**config.mk**
```make
export PLATFORM = sky130hd
export DESIGN_NAME = qbus_dma_master_flat
export DESIGN_NICKNAME = d
export VERILOG_FILES = /design/src/rtl/qbus_dma_master_if.sv /design/src/rtl/qbus_dma_master.sv /design/src/flat_wrapper.sv
export SDC_FILE = /design/constraint.sdc
export NUM_CORES = 1
export LEC_CHECK = 0
export CAP_MARGIN = 20
export CORE_MARGIN = 2
export CORE_UTILIZATION = 40
export CTS_CLUSTER_SIZE = 14
export DETAILED_ROUTE_END_ITERATION = 10
export PLACE_DENSITY_LB_ADDON = 0.3
export SYNTH_ARGS = -nofsm -noshare
export SYNTH_HDL_FRONTEND = slang
export SYNTH_SLANG_ARGS = --single-unit
```
**constraint.sdc**
```tcl
create_clock -name clock -period 2 [get_ports clock]
set_clock_uncertainty 0.15 [all_clocks]
set_input_delay 0.4 -clock clock [delete_from_list [all_inputs] [get_ports clock]]
set_output_delay 0.4 -clock clock [all_outputs]
set_load 0.01 [all_outputs]
```
**src/rtl/qbus_dma_master_if.sv**
```systemverilog
// Qbus DMA master signal bundle: command/response handshake plus raw Qbus
// receivers and driver controls. The master modport is the DMA engine's view.
interface qbus_dma_master_if;
   logic        cmd_valid;
   logic        cmd_ready;
   logic        cmd_write;
   logic        cmd_byte;
   logic [21:0] cmd_addr;
   logic [15:0] cmd_wdata;
   logic        rsp_valid;
   logic [15:0] rsp_rdata;
   logic        rsp_timeout;
   logic        bus_owned;
   logic [21:0] BDALf_IN;
   logic        BRPLYf;
   logic        BINITf;
   logic [21:0] BDALf_OUT;
   logic [21:0] BDALf_OE;
   logic        Outbound;
   logic        BSYNCg;
   logic        BDINg;
   logic        BDOUTg;
   logic        BWTBTg;
   logic        BBS7g;

   modport master (
      input  cmd_valid, cmd_write, cmd_byte, cmd_addr, cmd_wdata, bus_owned,
             BDALf_IN, BRPLYf, BINITf,
      output cmd_ready, rsp_valid, rsp_rdata, rsp_timeout,
             BDALf_OUT, BDALf_OE, Outbound, BSYNCg, BDINg, BDOUTg, BWTBTg, BBS7g
   );

   modport slave (
      output cmd_valid, cmd_write, cmd_byte, cmd_addr, cmd_wdata, bus_owned,
             BDALf_IN, BRPLYf, BINITf,
      input  cmd_ready, rsp_valid, rsp_rdata, rsp_timeout,
             BDALf_OUT, BDALf_OE, Outbound, BSYNCg, BDINg, BDOUTg, BWTBTg, BBS7g
   );
endinterface

```
**src/rtl/qbus_dma_master.sv**
```systemverilog
// Qbus DMA bus-cycle master: runs one DATI/DATO/DATOB cycle per accepted
// command with programmable setup/hold/deskew timing and reply timeouts.
module qbus_dma_master #(
   parameter int unsigned T_SETUP   = 15,
   parameter int unsigned T_HOLD    = 10,
   parameter int unsigned T_DESKEW  = 10,
   parameter int unsigned T_TIMEOUT = 1000
) (
   input  logic              clock,
   input  logic              RSTN,
   qbus_dma_master_if.master bus
);
   localparam logic [2:0] IDLE       = 3'd0;
   localparam logic [2:0] ADDR       = 3'd1;
   localparam logic [2:0] SYNC       = 3'd2;
   localparam logic [2:0] DATA       = 3'd3;
   localparam logic [2:0] WAIT_RPLY  = 3'd4;
   localparam logic [2:0] WAIT_NRPLY = 3'd5;
   localparam logic [2:0] DONE       = 3'd6;

   localparam int unsigned T_A   = (T_SETUP > T_HOLD) ? T_SETUP : T_HOLD;
   localparam int unsigned T_B   = (T_DESKEW > T_TIMEOUT) ? T_DESKEW : T_TIMEOUT;
   localparam int unsigned T_MAX = (T_A > T_B) ? T_A : T_B;
   localparam int unsigned CW    = $clog2(T_MAX + 1);

   logic [2:0]    state;
   logic [CW-1:0] cnt;
   logic [1:0]    rply_sync;
   logic [1:0]    init_sync;
   logic          rply;
   logic          init;
   logic          ready_en;
   logic          ready;
   logic          accept;
   logic          lat_write;
   logic          lat_byte;
   logic [21:0]   lat_addr;
   logic [15:0]   lat_wdata;
   logic [15:0]   rdata;
   logic          timed_out;
   logic          unused_hi;

   assign rply      = ~rply_sync[1];
   assign init      = ~init_sync[1];
   assign ready     = ready_en && (state == IDLE) && !init;
   assign accept    = bus.cmd_valid && ready && bus.bus_owned;
   assign unused_hi = ^bus.BDALf_IN[21:16];

   assign bus.cmd_ready   = ready;
   assign bus.rsp_valid   = (state == DONE) && !init;
   assign bus.rsp_timeout = (state == DONE) && !init && timed_out;
   assign bus.rsp_rdata   = rdata;

   always_ff @(posedge clock or negedge RSTN) begin
      if (!RSTN) begin
         state     <= IDLE;
         cnt       <= '0;
         rply_sync <= '1;
         init_sync <= '1;
         ready_en  <= 1'b0;
         lat_write <= 1'b0;
         lat_byte  <= 1'b0;
         lat_addr  <= '0;
         lat_wdata <= '0;
         rdata     <= '0;
         timed_out <= 1'b0;
      end else begin
         rply_sync <= {rply_sync[0], bus.BRPLYf};
         init_sync <= {init_sync[0], bus.BINITf};
         ready_en  <= 1'b1;
         cnt       <= cnt + CW'(1);
         if (init) begin
            state     <= IDLE;
            cnt       <= '0;
            timed_out <= 1'b0;
         end else begin
            case (state)
               IDLE: begin
                  cnt <= '0;
                  if (accept) begin
                     state     <= ADDR;
                     lat_write <= bus.cmd_write;
                     lat_byte  <= bus.cmd_byte & bus.cmd_write;
                     lat_addr  <= bus.cmd_addr;
                     lat_wdata <= bus.cmd_wdata;
                     rdata     <= '0;
                     timed_out <= 1'b0;
                  end
               end
               ADDR: if (cnt == CW'(T_SETUP - 1)) begin
                  state <= SYNC;
                  cnt   <= '0;
               end
               SYNC: if (cnt == CW'(T_HOLD - 1)) begin
                  state <= DATA;
                  cnt   <= '0;
               end
               DATA: if (!lat_write || cnt == CW'(T_DESKEW - 1)) begin
                  state <= WAIT_RPLY;
                  cnt   <= '0;
               end
               // A reply seen on the final timeout clock still counts as a reply.
               WAIT_RPLY: if (rply) begin
                  if (!lat_write) rdata <= ~bus.BDALf_IN[15:0];
                  state <= WAIT_NRPLY;
                  cnt   <= '0;
               end else if (cnt == CW'(T_TIMEOUT - 1)) begin
                  state     <= DONE;
                  timed_out <= 1'b1;
                  rdata     <= '0;
               end
               WAIT_NRPLY: if (!rply) begin
                  state <= DONE;
               end else if (cnt == CW'(T_TIMEOUT - 1)) begin
                  state     <= DONE;
                  timed_out <= 1'b1;
                  rdata     <= '0;
               end
               DONE:    state <= IDLE;
               default: state <= IDLE;
            endcase
         end
      end
   end

   always_comb begin
      bus.BDALf_OUT = '0;
      bus.BDALf_OE  = '0;
      bus.Outbound  = 1'b0;
      bus.BSYNCg    = 1'b0;
      bus.BDINg     = 1'b0;
      bus.BDOUTg    = 1'b0;
      bus.BWTBTg    = 1'b0;
      bus.BBS7g     = 1'b0;
      case (state)
         ADDR, SYNC: begin
            bus.BDALf_OUT = lat_addr;
            bus.BDALf_OE  = '1;
            bus.Outbound  = 1'b1;
            bus.BWTBTg    = lat_write;
            bus.BBS7g     = (lat_addr[21:13] == 9'h1FF);
            bus.BSYNCg    = (state == SYNC);
         end
         DATA, WAIT_RPLY, WAIT_NRPLY: begin
            bus.BSYNCg = 1'b1;
            if (lat_write) begin
               bus.BDALf_OUT = {6'b0, lat_wdata};
               bus.BDALf_OE  = '1;
               bus.Outbound  = 1'b1;
               bus.BWTBTg    = lat_byte;
            end
            bus.BDINg  = !lat_write && (state != WAIT_NRPLY);
            bus.BDOUTg = lat_write && (state == WAIT_RPLY);
         end
         default: ;
      endcase
   end
endmodule

```
**src/flat_wrapper.sv**
```systemverilog
// flat-port wrapper written by rule: the top's interface ports become plain ports
module qbus_dma_master_flat 
#(
   parameter int unsigned T_SETUP   = 15,
   parameter int unsigned T_HOLD    = 10,
   parameter int unsigned T_DESKEW  = 10,
   parameter int unsigned T_TIMEOUT = 1000
)
  (clock, RSTN, bus_cmd_valid, bus_cmd_write, bus_cmd_byte, bus_cmd_addr, bus_cmd_wdata, bus_bus_owned, bus_BDALf_IN, bus_BRPLYf, bus_BINITf, bus_cmd_ready, bus_rsp_valid, bus_rsp_rdata, bus_rsp_timeout, bus_BDALf_OUT, bus_BDALf_OE, bus_Outbound, bus_BSYNCg, bus_BDINg, bus_BDOUTg, bus_BWTBTg, bus_BBS7g);
  qbus_dma_master_if bus_i ();
  input  logic clock;
  input  logic RSTN;
  input wire logic [$bits(bus_i.cmd_valid)-1:0] bus_cmd_valid;
  input wire logic [$bits(bus_i.cmd_write)-1:0] bus_cmd_write;
  input wire logic [$bits(bus_i.cmd_byte)-1:0] bus_cmd_byte;
  input wire logic [$bits(bus_i.cmd_addr)-1:0] bus_cmd_addr;
  input wire logic [$bits(bus_i.cmd_wdata)-1:0] bus_cmd_wdata;
  input wire logic [$bits(bus_i.bus_owned)-1:0] bus_bus_owned;
  input wire logic [$bits(bus_i.BDALf_IN)-1:0] bus_BDALf_IN;
  input wire logic [$bits(bus_i.BRPLYf)-1:0] bus_BRPLYf;
  input wire logic [$bits(bus_i.BINITf)-1:0] bus_BINITf;
  output wire logic [$bits(bus_i.cmd_ready)-1:0] bus_cmd_ready;
  output wire logic [$bits(bus_i.rsp_valid)-1:0] bus_rsp_valid;
  output wire logic [$bits(bus_i.rsp_rdata)-1:0] bus_rsp_rdata;
  output wire logic [$bits(bus_i.rsp_timeout)-1:0] bus_rsp_timeout;
  output wire logic [$bits(bus_i.BDALf_OUT)-1:0] bus_BDALf_OUT;
  output wire logic [$bits(bus_i.BDALf_OE)-1:0] bus_BDALf_OE;
  output wire logic [$bits(bus_i.Outbound)-1:0] bus_Outbound;
  output wire logic [$bits(bus_i.BSYNCg)-1:0] bus_BSYNCg;
  output wire logic [$bits(bus_i.BDINg)-1:0] bus_BDINg;
  output wire logic [$bits(bus_i.BDOUTg)-1:0] bus_BDOUTg;
  output wire logic [$bits(bus_i.BWTBTg)-1:0] bus_BWTBTg;
  output wire logic [$bits(bus_i.BBS7g)-1:0] bus_BBS7g;
  assign bus_i.cmd_valid = bus_cmd_valid;
  assign bus_i.cmd_write = bus_cmd_write;
  assign bus_i.cmd_byte = bus_cmd_byte;
  assign bus_i.cmd_addr = bus_cmd_addr;
  assign bus_i.cmd_wdata = bus_cmd_wdata;
  assign bus_i.bus_owned = bus_bus_owned;
  assign bus_i.BDALf_IN = bus_BDALf_IN;
  assign bus_i.BRPLYf = bus_BRPLYf;
  assign bus_i.BINITf = bus_BINITf;
  assign bus_cmd_ready = bus_i.cmd_ready;
  assign bus_rsp_valid = bus_i.rsp_valid;
  assign bus_rsp_rdata = bus_i.rsp_rdata;
  assign bus_rsp_timeout = bus_i.rsp_timeout;
  assign bus_BDALf_OUT = bus_i.BDALf_OUT;
  assign bus_BDALf_OE = bus_i.BDALf_OE;
  assign bus_Outbound = bus_i.Outbound;
  assign bus_BSYNCg = bus_i.BSYNCg;
  assign bus_BDINg = bus_i.BDINg;
  assign bus_BDOUTg = bus_i.BDOUTg;
  assign bus_BWTBTg = bus_i.BWTBTg;
  assign bus_BBS7g = bus_i.BBS7g;
  qbus_dma_master #(.T_SETUP(T_SETUP), .T_HOLD(T_HOLD), .T_DESKEW(T_DESKEW), .T_TIMEOUT(T_TIMEOUT)) u_core (.clock(clock), .RSTN(RSTN), .bus(bus_i));
endmodule
```
=== Word level (Yosys, flattened, before mapping) ===
Index checks and enable logic that the tools add are counted.

* Logic and storage cells: 92
* Memory bits (writable): 0
* Bits of input ports: 68
* Latch bits: 0
* Memories: 0
* Bits in registers: 75
* Memory bits (read-only): 0
* Output and inout bits: 69

* Multipliers: 0
* Div/mod/pow operators: 0
* Shift-type cells: 0
* Equality and inequality tests: 21
* Order comparisons: 0
* Mux-type cells: 39
* Add/subtract/negate cells: 1
* Bitwise operators: 2
* Reduce and logical (&&, ||, !) cells: 18

{| class="wikitable"
|+ Operator list
! operator !! count
|-
| two-way mux 16 bit || 6
|-
| one-hot mux 22 bit (2 select lines) || 2
|-
| two-way mux 10 bit || 5
|-
| one-hot mux 10 bit (5 select lines) || 1
|-
| one-hot mux 16 bit (3 select lines) || 1
|-
| two-way mux 3 bit || 8
|-
| two-way mux 22 bit || 1
|-
| == test 10 x 4 -> 1 bit (second input constant) || 2
|-
| inequality test 3 bit (second input constant) || 6
|-
| one-hot mux 3 bit (6 select lines) || 1
|-
| NOT 16 bit || 1
|-
| adder 10 x 1 -> 10 bit (second input constant) || 1
|-
| == test 10 bit (second input constant) || 1
|-
| two-way mux 1 bit || 10
|-
| == test 3 bit (second input constant) || 3
|-
| == test 9 bit (second input constant) || 1
|-
| logical AND 1 bit || 8
|-
| AND reduction 4 bit || 2
|-
| == test 3 x 2 -> 1 bit (second input constant) || 2
|-
| inequality test 3 x 2 -> 1 bit (second input constant) || 2
|-
| one-hot mux 1 bit (2 select lines) || 3
|-
| AND reduction 5 bit || 1
|-
| inequality test 4 bit (second input constant) || 1
|-
| == test 3 x 1 -> 1 bit (second input constant) || 1
|-
| other kinds (11) || 11
|}

=== Depth between registers and ports, before layout ===
* Depth in word-level cells: 8
* Depth in mapped cells: 7
* Mapped depth without buffers: 6

=== Least setup slack after synthesis ===
OpenSTA, ideal clock, no wires.

* Path type: reg-to-output
* Start: register u_core.state[1]
* End: output bus_BDALf_OE[0]
* Buffers on the path: 3
* Data required time: 1.450 ns
* Cell stages (with the launch flop): 8
* Slack: -0.149 ns
* Arrival time: 1.599 ns
* Cell sequence: dfrtp_1 buf_6 nand2b_2 o21ai_1 and2_1 buf_2 or2_2 buf_4

* Longest elaborated chain between the ends: 3
* Elaborated cells between the ends (all ways): 8
* Those cells by class: eq/ne: 5; mux: 1; reduce/logical: 2

{| class="wikitable"
|+ Ends and longest elaborated chain
! item !! RTL line !! source
|-
| start: declaration || qbus_dma_master.sv:26 || <nowiki>logic [2:0] state;</nowiki>
|-
| start signal: assignment || qbus_dma_master.sv:56 || <nowiki>state <= IDLE;</nowiki>
|-
| start signal: assignment || qbus_dma_master.sv:73 || <nowiki>state <= IDLE;</nowiki>
|-
| start signal: assignment || qbus_dma_master.sv:81 || <nowiki>state <= ADDR;</nowiki>
|-
| == test 3 x 2 -> 1 bit (tied with other cells) || qbus_dma_master.sv:135 || <nowiki>case (state)</nowiki>
|-
| OR reduction 3 bit / OR reduction 2 bit (equally long branches) || qbus_dma_master.sv:135 ||
|-
| one-hot mux 22 bit (2 select lines) (*) || qbus_dma_master.sv:135 ||
|-
| end: declaration || flat_wrapper.sv:27 || <nowiki>output wire logic [$bits(bus_i.BDALf_OE)-1:0] bus_BDALf_OE;</nowiki>
|}

Mark *: on every way between the ends. The rest lies on a longest branch, timed or not.

=== Worst setup path in the final report ===
* Start: register u_core.state[1]
* End: output bus_BDALf_OUT[13]

* Longest elaborated chain between the ends: 3
* Elaborated cells between the ends (all ways): 8
* Those cells by class: eq/ne: 5; mux: 1; reduce/logical: 2

{| class="wikitable"
|+ Ends and longest elaborated chain
! item !! RTL line !! source
|-
| == test 3 x 2 -> 1 bit (tied with other cells) || qbus_dma_master.sv:135 ||
|-
| OR reduction 3 bit / OR reduction 2 bit (equally long branches) || qbus_dma_master.sv:135 ||
|-
| one-hot mux 22 bit (2 select lines) (*) || qbus_dma_master.sv:135 ||
|-
| end: declaration || flat_wrapper.sv:26 || <nowiki>output wire logic [$bits(bus_i.BDALf_OUT)-1:0] bus_BDALf_OUT;</nowiki>
|}

Marks and branches as above.

==> results.yml <==
synth:
  synth_most_common_cell: "dfrtp_1"
  ys_seq_area_share_pct: 50.6
  synth_edf_count: 0
  ys_warn_count: 0
  ys_types: 53
  syn-num-nets: 370
  yosysTopAreaCellShare_pct: 47.7
  netlist_area_um2: 3720
  async_flop_share_pct: 100
  yosysTopAreaCell: "dfrtp_1"
  synthFlopType: "dfrtp_1"
  synthTopCellsByArea: "dfrtp_1 48%, mux2_2 8.2%, buf_4 4.6%"
  yosys-top-cells-count: "71 x dfrtp_1, 27 x mux2_2, 23 x buf_4"
  syn_area_per_cell_um2: 12.4
  synthCells: 299
  synth_seq_cells: 75
power:
  clockPowerShare_pct: 14.7
  power_frac_seq_pct: 30.6
  internal_power_uw: 5320
  p_total_uw: 8070
  switching_power_uw: 2750
  comb_power_share_pct: 54.7
  p_leak_uw: 0.00263
  p_per_area_nw_per_um2: 1380
  irDropWorstVdd_v: 0.000709
  swShare_pct: 34.1
drt:
  wl_met2_mm: 4.99
  via_per_inst: 5.18
  via_count: 2959
  m1WireLength_mm: 4.25
  drt_iter0_drc: 123
  wl_per_cell_um: 17.5
  drtAntennaViolNets: 0
  routed_wl_mm: 9.98
  drc: 0
  drt_pre_antenna_iters: 4
  route.met3.wl_um: 595
  dr.max_layer_used: "met4"
timing:
  fin_crit_ns: 2.30
  finalHoldViolations: 0
  fin_crit_sh_pct: 115
  setup_viol: 85
  hold_slack_ns: 0.206
  setup_ws_ns: -0.300
  maxSlewViolCount: 0
  rsz0062_at_grt: "yes"
  fmax_mhz: 435
status:
  failed_checks: "setup timing"
  status: "complete, but fails checks"
floorplanning:
  rows: 35
  ios: 137
  dieArea_um2: 10100
  initial_core_util_pct: 40.7
  core_area_um2: 9150
  die_w_um: 100
  die_y_um: 100
placed_design:
  place_area_um2: 5110
  dp_hpwl_mm: 6.18
  io_buffer_count: 130
  gp_congestion: 0.817
worst_setup_path:
  crit_path_cell_trace: "buf_6, xnor2_2, nor2_2, buf_6, buf_12, a22o_1, buf_2"
  slowest_delay_ns: 0.44
  path_buf_inv: 4
  cp_data_required_time_ns: 1.45
  start_kind: "flip-flop"
  cpMaxStageDelayCell: "dfrtp_2"
  cp_top_family: "buffers and inverters"
  r2r.worst_path.cells: 6
  path_class: "reg -> out"
  cp-end-kind: "primary output"
  path_common_cell: "buf_6"
  cp_max_fo: 13
  critPathArrivalTime_ns: 1.75
  cp_num_cells: 7
clock_tree:
  numCtsBuffers: 9
  cts_tree: "yes"
  cts-root-buf: "clkbuf_8"
  clkSlewWorstSetupHoldPaths_ns: 0.08
  clk_latency_ns: 0.34
  h-tree-depth: 3
  clock-sinks: 75
  clockBufferDepth: 2
cells_and_area:
  antenna_cells: 0
  num-fill-cells: 698
  seq_area_um2: 1890
  syn_to_final_growth_pct: 56.7
  multi_input_area_um2: 1810
  nNetsFinal: 526
  drive_above_1_share_pct: 46.7
  final_cell_area_um2: 5830
global_routing:
  grt_usage_pct: 18.3
  grt_pass1_vias: 3019
  grt_max_degree: 37
  grt-ovfl-total: 0
  antenna_found_initial: 0
  grt_pass1_wl_mm: 14.4
flow_run:
  maxCapViolCount: 0
min_path:
  hold_path_class: "reg -> reg"
  worstHoldPathCells: 0
==> logic make-up after synthesis <==
logic type / Yosys count / share of synthesized area [%]
DFF: 75 / 50.6
and+or+nand+nor: 70 / 12.5
AOI/OAI and AO/OA: 53 / 12.3
buffers and inverters: 49 / 9.71
muxes: 39 / 11.8
xor gates and xnor gates: 9 / 2.12
adders and majority gates: 3 / 1.01
other: 1 / 0.101
==> cell type report <==
| type | instances | share of cell area (%) |
|---|---|---|
| Timing Repair Buffer | 181 | 30.2 |
| Clock buffer | 10 | 2.36 |
| Sequential cell | 75 | 32.3 |
| Clock inverter | 6 | 1.09 |
| Tap cell | 111 | 2.38 |
| Multi-Input combinational cell | 179 | 31.0 |
| Inverter | 9 | 0.579 |
==> registers in the layout, summed over array words and instances, names as in the netlist <==
register and count:
u_core.lat_write 1, u_core.state 3, u_core.lat_byte 1, u_core.lat_addr 22, u_core.lat_wdata 16, u_core.rply_sync 2
u_core.timed_out 1, u_core.init_sync 2, u_core.cnt 10, u_core.ready_en 1, u_core.bus.rsp_rdata 16
==> metal layers <==
| layer | global-route usage (%) | vias to the layer above |
|---|---|---|
| met2 | 30.5 | 100 |
| met5 | 0 | - |
| met1 | 23.1 | 1487 |
| met4 | 5.69 | 0 |
| li1 | - | 1358 |
| met3 | 5.13 | 14 |
==> cell usage in the layout, fill, tap and decap left out, types with 9 or more instances in the layout <==
| master | instances |
|---|---|
| a22o_1 | 16 |
| nand2_1 | 9 |
| clkbuf_8 | 10 |
| mux2_4 | 38 |
| nor2_2 | 12 |
| dfrtp_1 | 68 |
| buf_6 | 36 |
| buf_4 | 25 |
| buf_2 | 28 |
| clkdlybuf4s50_1 | 76 |
| o2bb2ai_1 | 16 |
==> power by group through the flow <==
stage | Clock, µW | Sequential [µW] | Combinational, µW
3_5_place_dp | 0 | 2440 | 3720
2_1_floorplan | 0 | 2400 | 2150
6_report | 1190 | 2470 | 4410
4_1_cts | 1210 | 2430 | 3770
3_3_place_gp | 0 | 2410 | 3670
5_1_grt | 1270 | 2540 | 4720
==> what timing repair did <==
action	CTS	global route
pin swaps	5	21
gates resized for setup	207	124
hold endpoints to repair	30	0
setup endpoints to repair	93	118
hold buffers	1	0
gates cloned	3	5
buffers inserted	8	10
==> per-stage QoR <==
step / setup slack [ns] / util (%) / TNS (ns) / instances
after floorplan: -0.00797 / - / -0.175 / 299
after global placement: -0.310 / 55.9 / -23.77 / 528
after detailed placement: -0.342 / 55.9 / -25.52 / 528
after CTS: -0.406 / 58.5 / -15.83 / 556
after global routing: -0.382 / 63.7 / -18.62 / 571
final: -0.300 / 63.7 / -12.62 / 571
==> path summary, 6_finish.rpt <==
check                                    startpoint  slack [ns]             endpoint
worst max-delay path                u_core.state[1]       -0.30    bus_BDALf_OUT[13]
worst min register to register  u_core.rply_sync[0]        0.21  u_core.rply_sync[1]
max in group asynchronous                      RSTN        0.74      u_core.state[2]
min in group asynchronous                      RSTN        0.41  u_core.lat_addr[17]
worst max register to register  u_core.init_sync[1]       -0.07  u_core.lat_wdata[4]
worst min-delay path            u_core.rply_sync[0]        0.21  u_core.rply_sync[1]
(Power assumes the default switching activity.)
